[src/rtl/hd44780_pkg.sv]
// Shared encodings and 48 MHz timing defaults for the HD44780 4-bit bus engines.
package hd44780_pkg;

  localparam logic [2:0] ST_IDLE  = 3'd0;
  localparam logic [2:0] ST_SETUP = 3'd1;
  localparam logic [2:0] ST_EHI   = 3'd2;
  localparam logic [2:0] ST_ELO   = 3'd3;
  localparam logic [2:0] ST_CHECK = 3'd4;
  localparam logic [2:0] ST_HOLD  = 3'd5;

  localparam int DEF_SETUP_CYCLES = 3;
  localparam int DEF_EHIGH_CYCLES = 24;
  localparam int DEF_ELOW_CYCLES  = 24;
  localparam int DEF_HOLD_CYCLES  = 2;
  localparam int DEF_MAX_POLLS    = 4096;

  localparam int BF_BIT = 7;

  function automatic int max4(input int a, input int b, input int c, input int d);
    int m;
    m = a;
    if (b > m) m = b;
    if (c > m) m = c;
    if (d > m) m = d;
    return m;
  endfunction

endpackage

[src/rtl/hd44780_phase_timer.sv]
// Loadable down-counter; done is high on the last cycle of a loaded phase.
module hd44780_phase_timer #(
  parameter int W = 5
) (
  input  logic         clk,
  input  logic         rst,
  input  logic         load,
  input  logic [W-1:0] load_val,
  output logic         done
);

  logic [W-1:0] cnt;

  always_ff @(posedge clk or posedge rst) begin
    if (rst)              cnt <= '0;
    else if (load)        cnt <= load_val;
    else if (cnt != '0)   cnt <= cnt - 1'b1;
  end

  // A phase loaded with N lasts exactly N cycles, the last one flagged here.
  assign done = (cnt == W'(1));

endmodule

[src/rtl/hd44780_reader.sv]
// HD44780 4-bit read engine: two E strobes per byte, optional busy-flag polling.
module hd44780_reader
  import hd44780_pkg::*;
#(
  parameter int SETUP_CYCLES = DEF_SETUP_CYCLES,
  parameter int EHIGH_CYCLES = DEF_EHIGH_CYCLES,
  parameter int ELOW_CYCLES  = DEF_ELOW_CYCLES,
  parameter int HOLD_CYCLES  = DEF_HOLD_CYCLES,
  parameter int MAX_POLLS    = DEF_MAX_POLLS
) (
  input  logic       i_clk,
  input  logic       i_rst,
  input  logic       i_req,
  input  logic       i_rs,
  input  logic       i_poll,
  output logic       o_busy,
  output logic       o_valid,
  output logic [7:0] o_data,
  output logic       o_timeout,
  output logic       o_lcd_rs,
  output logic       o_lcd_rw,
  output logic       o_lcd_e,
  output logic       o_lcd_dir,
  input  logic [3:0] i_lcd_data
);

  localparam int MAXP = max4(SETUP_CYCLES, EHIGH_CYCLES, ELOW_CYCLES, HOLD_CYCLES);
  localparam int PW   = $clog2(MAXP + 1);
  localparam int CW   = $clog2(MAX_POLLS + 1);

  logic [2:0]    state;
  logic          nibble;
  logic          poll_l;
  logic          tflag;
  logic [CW-1:0] count;
  logic [3:0]    data_q;
  logic          t_load;
  logic [PW-1:0] t_val;
  logic          t_done;
  logic          repoll;
  logic          more;

  assign more   = (int'(count) + 1) < MAX_POLLS;
  assign repoll = poll_l && o_data[BF_BIT] && more;

  hd44780_phase_timer #(.W(PW)) u_timer (
    .clk      (i_clk),
    .rst      (i_rst),
    .load     (t_load),
    .load_val (t_val),
    .done     (t_done)
  );

  // Timer loads coincide with the state transitions below.
  always_comb begin
    t_load = 1'b0;
    t_val  = '0;
    case (state)
      ST_IDLE:  if (i_req)  begin t_load = 1'b1; t_val = PW'(SETUP_CYCLES); end
      ST_SETUP: if (t_done) begin t_load = 1'b1; t_val = PW'(EHIGH_CYCLES); end
      ST_EHI:   if (t_done) begin t_load = 1'b1; t_val = PW'(ELOW_CYCLES);  end
      ST_ELO:   if (t_done && !nibble) begin t_load = 1'b1; t_val = PW'(EHIGH_CYCLES); end
      ST_CHECK: begin
        t_load = 1'b1;
        t_val  = repoll ? PW'(EHIGH_CYCLES) : PW'(HOLD_CYCLES);
      end
      default: ;
    endcase
  end

  always_ff @(posedge i_clk or posedge i_rst) begin
    if (i_rst) begin
      state     <= ST_IDLE;
      nibble    <= 1'b0;
      poll_l    <= 1'b0;
      tflag     <= 1'b0;
      count     <= '0;
      data_q    <= 4'h0;
      o_busy    <= 1'b0;
      o_valid   <= 1'b0;
      o_data    <= 8'h00;
      o_timeout <= 1'b0;
      o_lcd_rs  <= 1'b0;
      o_lcd_rw  <= 1'b0;
      o_lcd_e   <= 1'b0;
      o_lcd_dir <= 1'b0;
    end else begin
      o_valid   <= 1'b0;
      o_timeout <= 1'b0;
      data_q    <= i_lcd_data;
      case (state)
        ST_IDLE: if (i_req) begin
          poll_l    <= i_poll;
          o_lcd_rs  <= i_rs;
          count     <= '0;
          tflag     <= 1'b0;
          nibble    <= 1'b0;
          o_busy    <= 1'b1;
          o_lcd_rw  <= 1'b1;
          o_lcd_dir <= 1'b1;
          state     <= ST_SETUP;
        end
        ST_SETUP: if (t_done) begin
          o_lcd_e <= 1'b1;
          state   <= ST_EHI;
        end
        ST_EHI: if (t_done) begin
          if (nibble) o_data[3:0] <= data_q;
          else        o_data[7:4] <= data_q;
          o_lcd_e <= 1'b0;
          state   <= ST_ELO;
        end
        ST_ELO: if (t_done) begin
          if (!nibble) begin
            nibble  <= 1'b1;
            o_lcd_e <= 1'b1;
            state   <= ST_EHI;
          end else begin
            state <= ST_CHECK;
          end
        end
        ST_CHECK: begin
          if (repoll) begin
            if (count != '1) count <= count + CW'(1);
            nibble  <= 1'b0;
            o_lcd_e <= 1'b1;
            state   <= ST_EHI;
          end else begin
            // Still busy here means the poll budget ran out.
            if (poll_l && o_data[BF_BIT]) tflag <= 1'b1;
            state <= ST_HOLD;
          end
        end
        ST_HOLD: if (t_done) begin
          o_lcd_rw  <= 1'b0;
          o_lcd_dir <= 1'b0;
          o_lcd_rs  <= 1'b0;
          o_busy    <= 1'b0;
          o_valid   <= 1'b1;
          o_timeout <= tflag;
          state     <= ST_IDLE;
        end
        default: state <= ST_IDLE;
      endcase
    end
  end

endmodule

[config.mk]
export PLATFORM = sky130hd
export DESIGN_NAME = hd44780_reader
export DESIGN_NICKNAME = d
export VERILOG_FILES = /design/src/rtl/hd44780_pkg.sv /design/src/rtl/hd44780_phase_timer.sv /design/src/rtl/hd44780_reader.sv
export SDC_FILE = /design/constraint.sdc
export NUM_CORES = 1
export LEC_CHECK = 0
export CORE_MARGIN = 10
export CORE_UTILIZATION = 60
export CTS_CLUSTER_DIAMETER = 80
export DETAILED_ROUTE_END_ITERATION = 12
export GPL_ROUTABILITY_DRIVEN = 0
export GPL_TIMING_DRIVEN = 0
export PLACE_DENSITY = 0.95
export SKIP_CTS_REPAIR_TIMING = 1
export SYNTH_ARGS = -nofsm -noshare
export SYNTH_HDL_FRONTEND = slang
export SYNTH_SLANG_ARGS = --single-unit
[constraint.sdc]
create_clock -name i_clk -period 3 [get_ports i_clk]
set_input_delay 0.9 -clock i_clk [delete_from_list [all_inputs] [get_ports i_clk]]
set_output_delay 0.9 -clock i_clk [all_outputs]
set_load 0.02 [all_outputs]
==> impl_metrics.tcl <==
set metrics [dict create \
    outcome "complete, no violations" \
    min_path_cells 1 \
    netlist.area_leader.share_pct 48.1 \
    drive_gt1_share_pct 13.2 \
    synth_area_leader_cell "dfrtp_1" \
    clock.fmax_mhz 421 \
    portBuffers 23 \
    synth_top_cells_by_area "dfrtp_1 (48%), mux2_2 (4.7%), a21oi_1 (4.0%)" \
    core_area_mm2 0.00339 \
    cts.path.max_buffers 2 \
    end_kind "output port" \
    grt_pass1_vias 1765 \
    synthArstFlopShare_pct 100 \
    fin_skew_ns 0.0105 \
    hold_viol 0 \
    path_max_fanout 4 \
    max_cap_violations 0 \
    utilization_pct 73.2 \
    overflow 0 \
    die-area_mm2 0.00634 \
    worstPathRequired_ns 2.10 \
    grt_max_degree 42 \
    synthesis.area_mm2 0.00213 \
    grt_usage_pct 16.0 \
    crit_buf_inv 2 \
    cp.arrival_ns 1.47 \
    yosys_warnings 0 \
    synthFlopType "dfrtp_1" \
    critPathKind "register to output port" \
    cts_tree "done" \
    rsz0062_at_grt "false" \
    io_pins 24 \
    fin_tns_setup_ns 0 \
    layout.nets 255 \
    setup_viol 0 \
    ant_nets 0 \
    num_vias 1788 \
    worst_path_largest_cell_delay_ns 0.59 \
    drc 0 \
    grt_pass1_wl_mm 8.21 \
    ys_types 46 \
    clockRootBuffer "clkbuf_4" \
    worstPathCellList "buf_4, clkdlybuf4s50_1" \
    clock_latency_ns 0.36 \
    syn_to_final_growth_pct 16.2 \
    yosysMostFrequentCell "dfrtp_1" \
    pwr_density_cell_mw_per_mm2 817 \
    finalMaxSlewViolations 0 \
    grt_antenna_before_repair 0 \
    slew-limit-headroom_pct 44.6 \
    wl_mm 4.71 \
    critPathTopFamily "buffers and inverters" \
    slowest_stage "clkdlybuf4s50_1" \
    cts_buffers 5 \
    postSynthAreaPerCell_um2 10.1 \
    antennaDiodeCount 0 \
    worstSetupStartpointType "register" \
    rr_worst_depth 6 \
    p_leak_nw 1.05 \
    dieHeight_um 79.6 \
    hpwl_mm 3.48 \
    period_share_pct 79.1 \
    crit_cells 2 \
    hold_class "register to register" \
    viasPerCell 6.19 \
    die_w_um 79.6 \
    synthTopCellsByCount "dfrtp_1 (41), nand2_1 (22), a21oi_1 (17)" \
    ys_ff_latch 41 \
    drtPass1Iterations 5 \
    synth_nets 225 \
    ir_drop_uv 585 \
    tightestPinTransition_ns 0.830 \
    yosysSeqAreaShare_pct 48.1 \
    synth_edf_count 0 \
    cts_sinks 41 \
    avgRoutedWirePerCell_um 16.3 \
    clkSlewWorstSetupHoldPaths_ns 0.13 \
    num_rows 21 \
    cts_max_level 2 \
    drtIter0Drc 111 \
    period_needed_ns 2.37 \
    start_util_pct 63.0 \
    syn_inst 212 \
]
==> through the flow <==
step	setup slack [ns]	hold WS [ns]	area [um^2]	power (W)	std cells
2_1_floorplan	1.05	0.440	2130	0.00147	212
3_3_place_gp	0.365	0.468	2420	0.00169	281
3_5_place_dp	0.351	0.467	2420	0.00175	281
4_1_cts	0.609	0.498	2480	0.00204	289
5_1_grt	0.535	0.523	2480	0.00219	289
6_report	0.626	0.496	2480	0.00203	289
==> state kept, by name (all words and copies together), names as in the netlist, 3 cells and up <==
name         flops
state            3
u_timer.cnt      5
o_data           8
data_q           4
count           13
==> layout make-up <==
class | count | area [um^2]
buffer | 7 | 33.8
fill | 233 | 908
clock buffer | 5 | 37.5
tap | 46 | 57.6
sequential | 41 | 1030
multi-input combinational | 157 | 1050
clock inverter | 3 | 21.3
inverter | 7 | 26.3
timing repair buffer | 23 | 230
==> placed cells by master, fill, tap and decap left out, types with 2 or more instances in the layout <==
master and instances:
o21ai_0 8, and2_1 3, o211ai_1 2, nor2_1 9, xor2_1 2, clkbuf_1 4
o31ai_1 7, ha_1 4, a31oi_1 7, nand2_1 22, dfrtp_1 41, mux2_2 9
or2_2 2, nor3_2 4, buf_4 2, clkbuf_4 5, clkdlybuf4s50_1 23, a21oi_1 17
mux2i_1 6, nor3_1 5, nand4_1 5, and3_1 3, nand2b_1 2, nand3_1 9
or4_1 6, or3_1 2, nor3b_1 2, nor2b_1 3, inv_1 6
==> worst register-to-register path, delay by kind of cell, from the launching register on <==
family | cells | cell delay [ns]
fa+ha+maj | 1 | 0.17
simple gates | 3 | 1.00
buf+inv | 1 | 0.10
mux | 1 | 0.39
flops | 1 | 0.41
==> logic make-up after synthesis <==
kind of cell	Yosys count	synth area share (%)
AO/OA/AOI/OAI	49	14.1
buffers and inverters	14	2.81
multiplexers	15	7.56
XOR/XNOR	2	0.821
AND/OR/NAND/NOR	87	24.3
flip-flops	41	48.1
adder cells (fa/ha/maj)	4	2.34
==> where the power goes <==
part	switching, W	total, W	internal, W	leakage [nW]
sequential	0.000219	0.000967	0.000748	0.529
combinational	0.000397	0.000777	0.000380	0.489
clock	0.000191	0.000284	0.0000928	0.0316
==> routing by layer <==
metal,wire (um),track usage (%),vias to the layer above
li1,-,-,848
met1,1880,18.5,870
met2,2500,26.9,64
met3,300,5.41,6
met4,31,5.91,0
met5,0,0,-
==> path summary, 6_finish.rpt <==
kind                                     start        end  slack, ns
worst max register to register  u_timer.cnt[1]  o_data[6]       0.83
worst max-delay path                 o_lcd_dir   o_lcd_rw       0.63
min in group asynchronous                i_rst   count[3]       1.03
max in group asynchronous                i_rst  data_q[3]       1.45
worst min-delay path                     tflag  o_timeout       0.50
worst min register to register           tflag  o_timeout       0.50
Note: power is estimated with default switching activity, not from simulation.
==> variant, RTL diff (same settings) <==
Set the package constant `DEF_EHIGH_CYCLES` to 48 (it was 24).
--- a/src/rtl/hd44780_pkg.sv
+++ b/src/rtl/hd44780_pkg.sv
@@ -9,7 +9,7 @@
   localparam logic [2:0] ST_HOLD  = 3'd5;
 
   localparam int DEF_SETUP_CYCLES = 3;
-  localparam int DEF_EHIGH_CYCLES = 24;
+  localparam int DEF_EHIGH_CYCLES = 48;
   localparam int DEF_ELOW_CYCLES  = 24;
   localparam int DEF_HOLD_CYCLES  = 2;
   localparam int DEF_MAX_POLLS    = 4096;
Function: same outputs for any inputs over 10 cycles, from zero or initial values and one cycle with i_rst high; that may be too few to reach the edited logic, so the function may still have changed.
==> variant against the original RTL <==
Count of clock-buffer cells in the layout did not move; fmax fell by 4.1%; sequential cell count rose by 1; first-iteration DRC count rose by 33%; synthesized area rose by 0.18%; power fell by 11%; final area rose by 0.91%; wire length rose by 0.34%; critical path depth rose by 4; critical endpoint is now count[10]; worst setup slack got worse by 0.10 ns; critical path type is now input port to flip-flop.
==> variant: results (changes against the original RTL) <==
[synth]
yosysWarnings=0  ; unchanged
synth_cell_type_count=47  ; +2.2%
ys_seq_area_share_pct=49.15  ; +1.1 points
synth_fa_ha_area_share_pct=1.755  ; -0.59 points
synth_xor_area_share_pct=2.458  ; +1.6 points
synth_compound_area_share_pct=15.68  ; +1.6 points
ys_top_cells_by_count=42 x dfrtp_1, 26 x nand2_1, 19 x nor2_1, 16 x o21ai_0, 9 x a21oi_1
muxShareOfSynthArea_pct=6.319  ; -1.2 points
ys_async_sr_fraction_pct=100.0  ; unchanged
synthCells=212  ; unchanged
synthesis.nets=224  ; -0.44%
synth_area_leaders=dfrtp_1 49%, nand2_1 4.6%, o21ai_0 3.7%

[grt]
grt_use_total_pct=16.12  ; +0.074 points
grt_max_degree=43  ; +2.4%
grt_pass1_vias=1698  ; -3.8%
antenna_found_initial=0  ; unchanged
grt_pass1_wl_mm=8.217  ; about the same

[clocking]
path_clk_slew_ns=0.12
htreeDepth=2  ; unchanged
clkLatencyLatePin_ns=0.37
cts_inserted_buffers=5  ; unchanged

[power_and_ir_drop]
power.share.switching_pct=36.84  ; -2.9 points
ir_drop_mv=0.4487  ; -23%
switching_power_w=0.0006641  ; -18%
pg_comb_w=0.000638  ; -18%
p_seq_share_pct=44.6  ; -3.1 points
p_leak_nw=1.119  ; +6.6%

[detailed_routing]
drt_wl_total_mm=4.728  ; +0.34%
vias=1712  ; -4.3%
wire_per_inst_um=16.36  ; +0.34%
drcViolationCount=0  ; unchanged
drt_iter0_markers=148  ; +33%
drtPass1Iterations=4  ; -1

[final_layout]
fill_cells=223  ; -4.3%
drive_above_1_share_pct=13.17  ; unchanged
largestRegisters=count x13, o_data x8, u_timer.cnt x6
multi_input_area_um2=1017  ; -3.0%
layout.nets=254  ; -0.39%

[worst_setup_path]
critPathSlowestCell=nor2_1
path_max_fanout=10  ; +6
cp_top_family=simple AND/OR/NAND/NOR gates
worst_path_largest_cell_delay_ns=0.66  ; +0.07 ns
worstPathArrival_ns=2.75  ; +1.28 ns

[timing]
hold_ws_ns=0.5219  ; +0.02544 ns
clock_skew_ns=0.003976  ; -0.006483 ns
max_freq_mhz=404.1  ; -4.1%
worstMarginPinSlew_ns=0.8540  ; +0.02434 ns

[min_path]
holdPathStages=1  ; unchanged

[place]
port_buffers=23  ; unchanged
post-place-ws_ns=0.1772  ; -0.1741 ns
placed_area_um2=2426  ; +0.16%
dpl.hpwl_mm=3.391  ; -2.5%
dp_cells=281  ; unchanged

[outcome]
outcome=completed

variant: routing by layer:
| metal | wire length [µm] | vias to the layer above | GRT usage (%) | part of all wire, % |
|---|---|---|---|---|
| met4 | 85 | 0 | 6.631 | 1.8 |
| met3 | 344 | 9 | 5.743 | 7.3 |
| met1 | 1972 | 823 | 20.04 | 42 |
| met2 | 2326 | 56 | 24.76 | 49 |
| met5 | 0 | - | 0 | 0 |
| li1 | - | 824 | - | - |
variant: area by class of cell:
cell class / count / area share, %
Sequential cell: 42 / 41.98
Multi-Input combinational cell: 154 / 40.63
Timing Repair Buffer: 23 / 9.195
Tap cell: 46 / 2.299
Buffer: 9 / 1.749
Clock inverter: 3 / 1.599
Clock buffer: 5 / 1.499
Inverter: 7 / 1.049
variant: final timing paths:
check                      startpoint         to
min in group asynchronous       i_rst     nibble
min                         o_data[0]  o_data[0]
max                             i_req  count[10]
min reg2reg                 o_data[0]  o_data[0]
max in group asynchronous       i_rst   count[4]
max reg2reg                  count[0]   state[0]
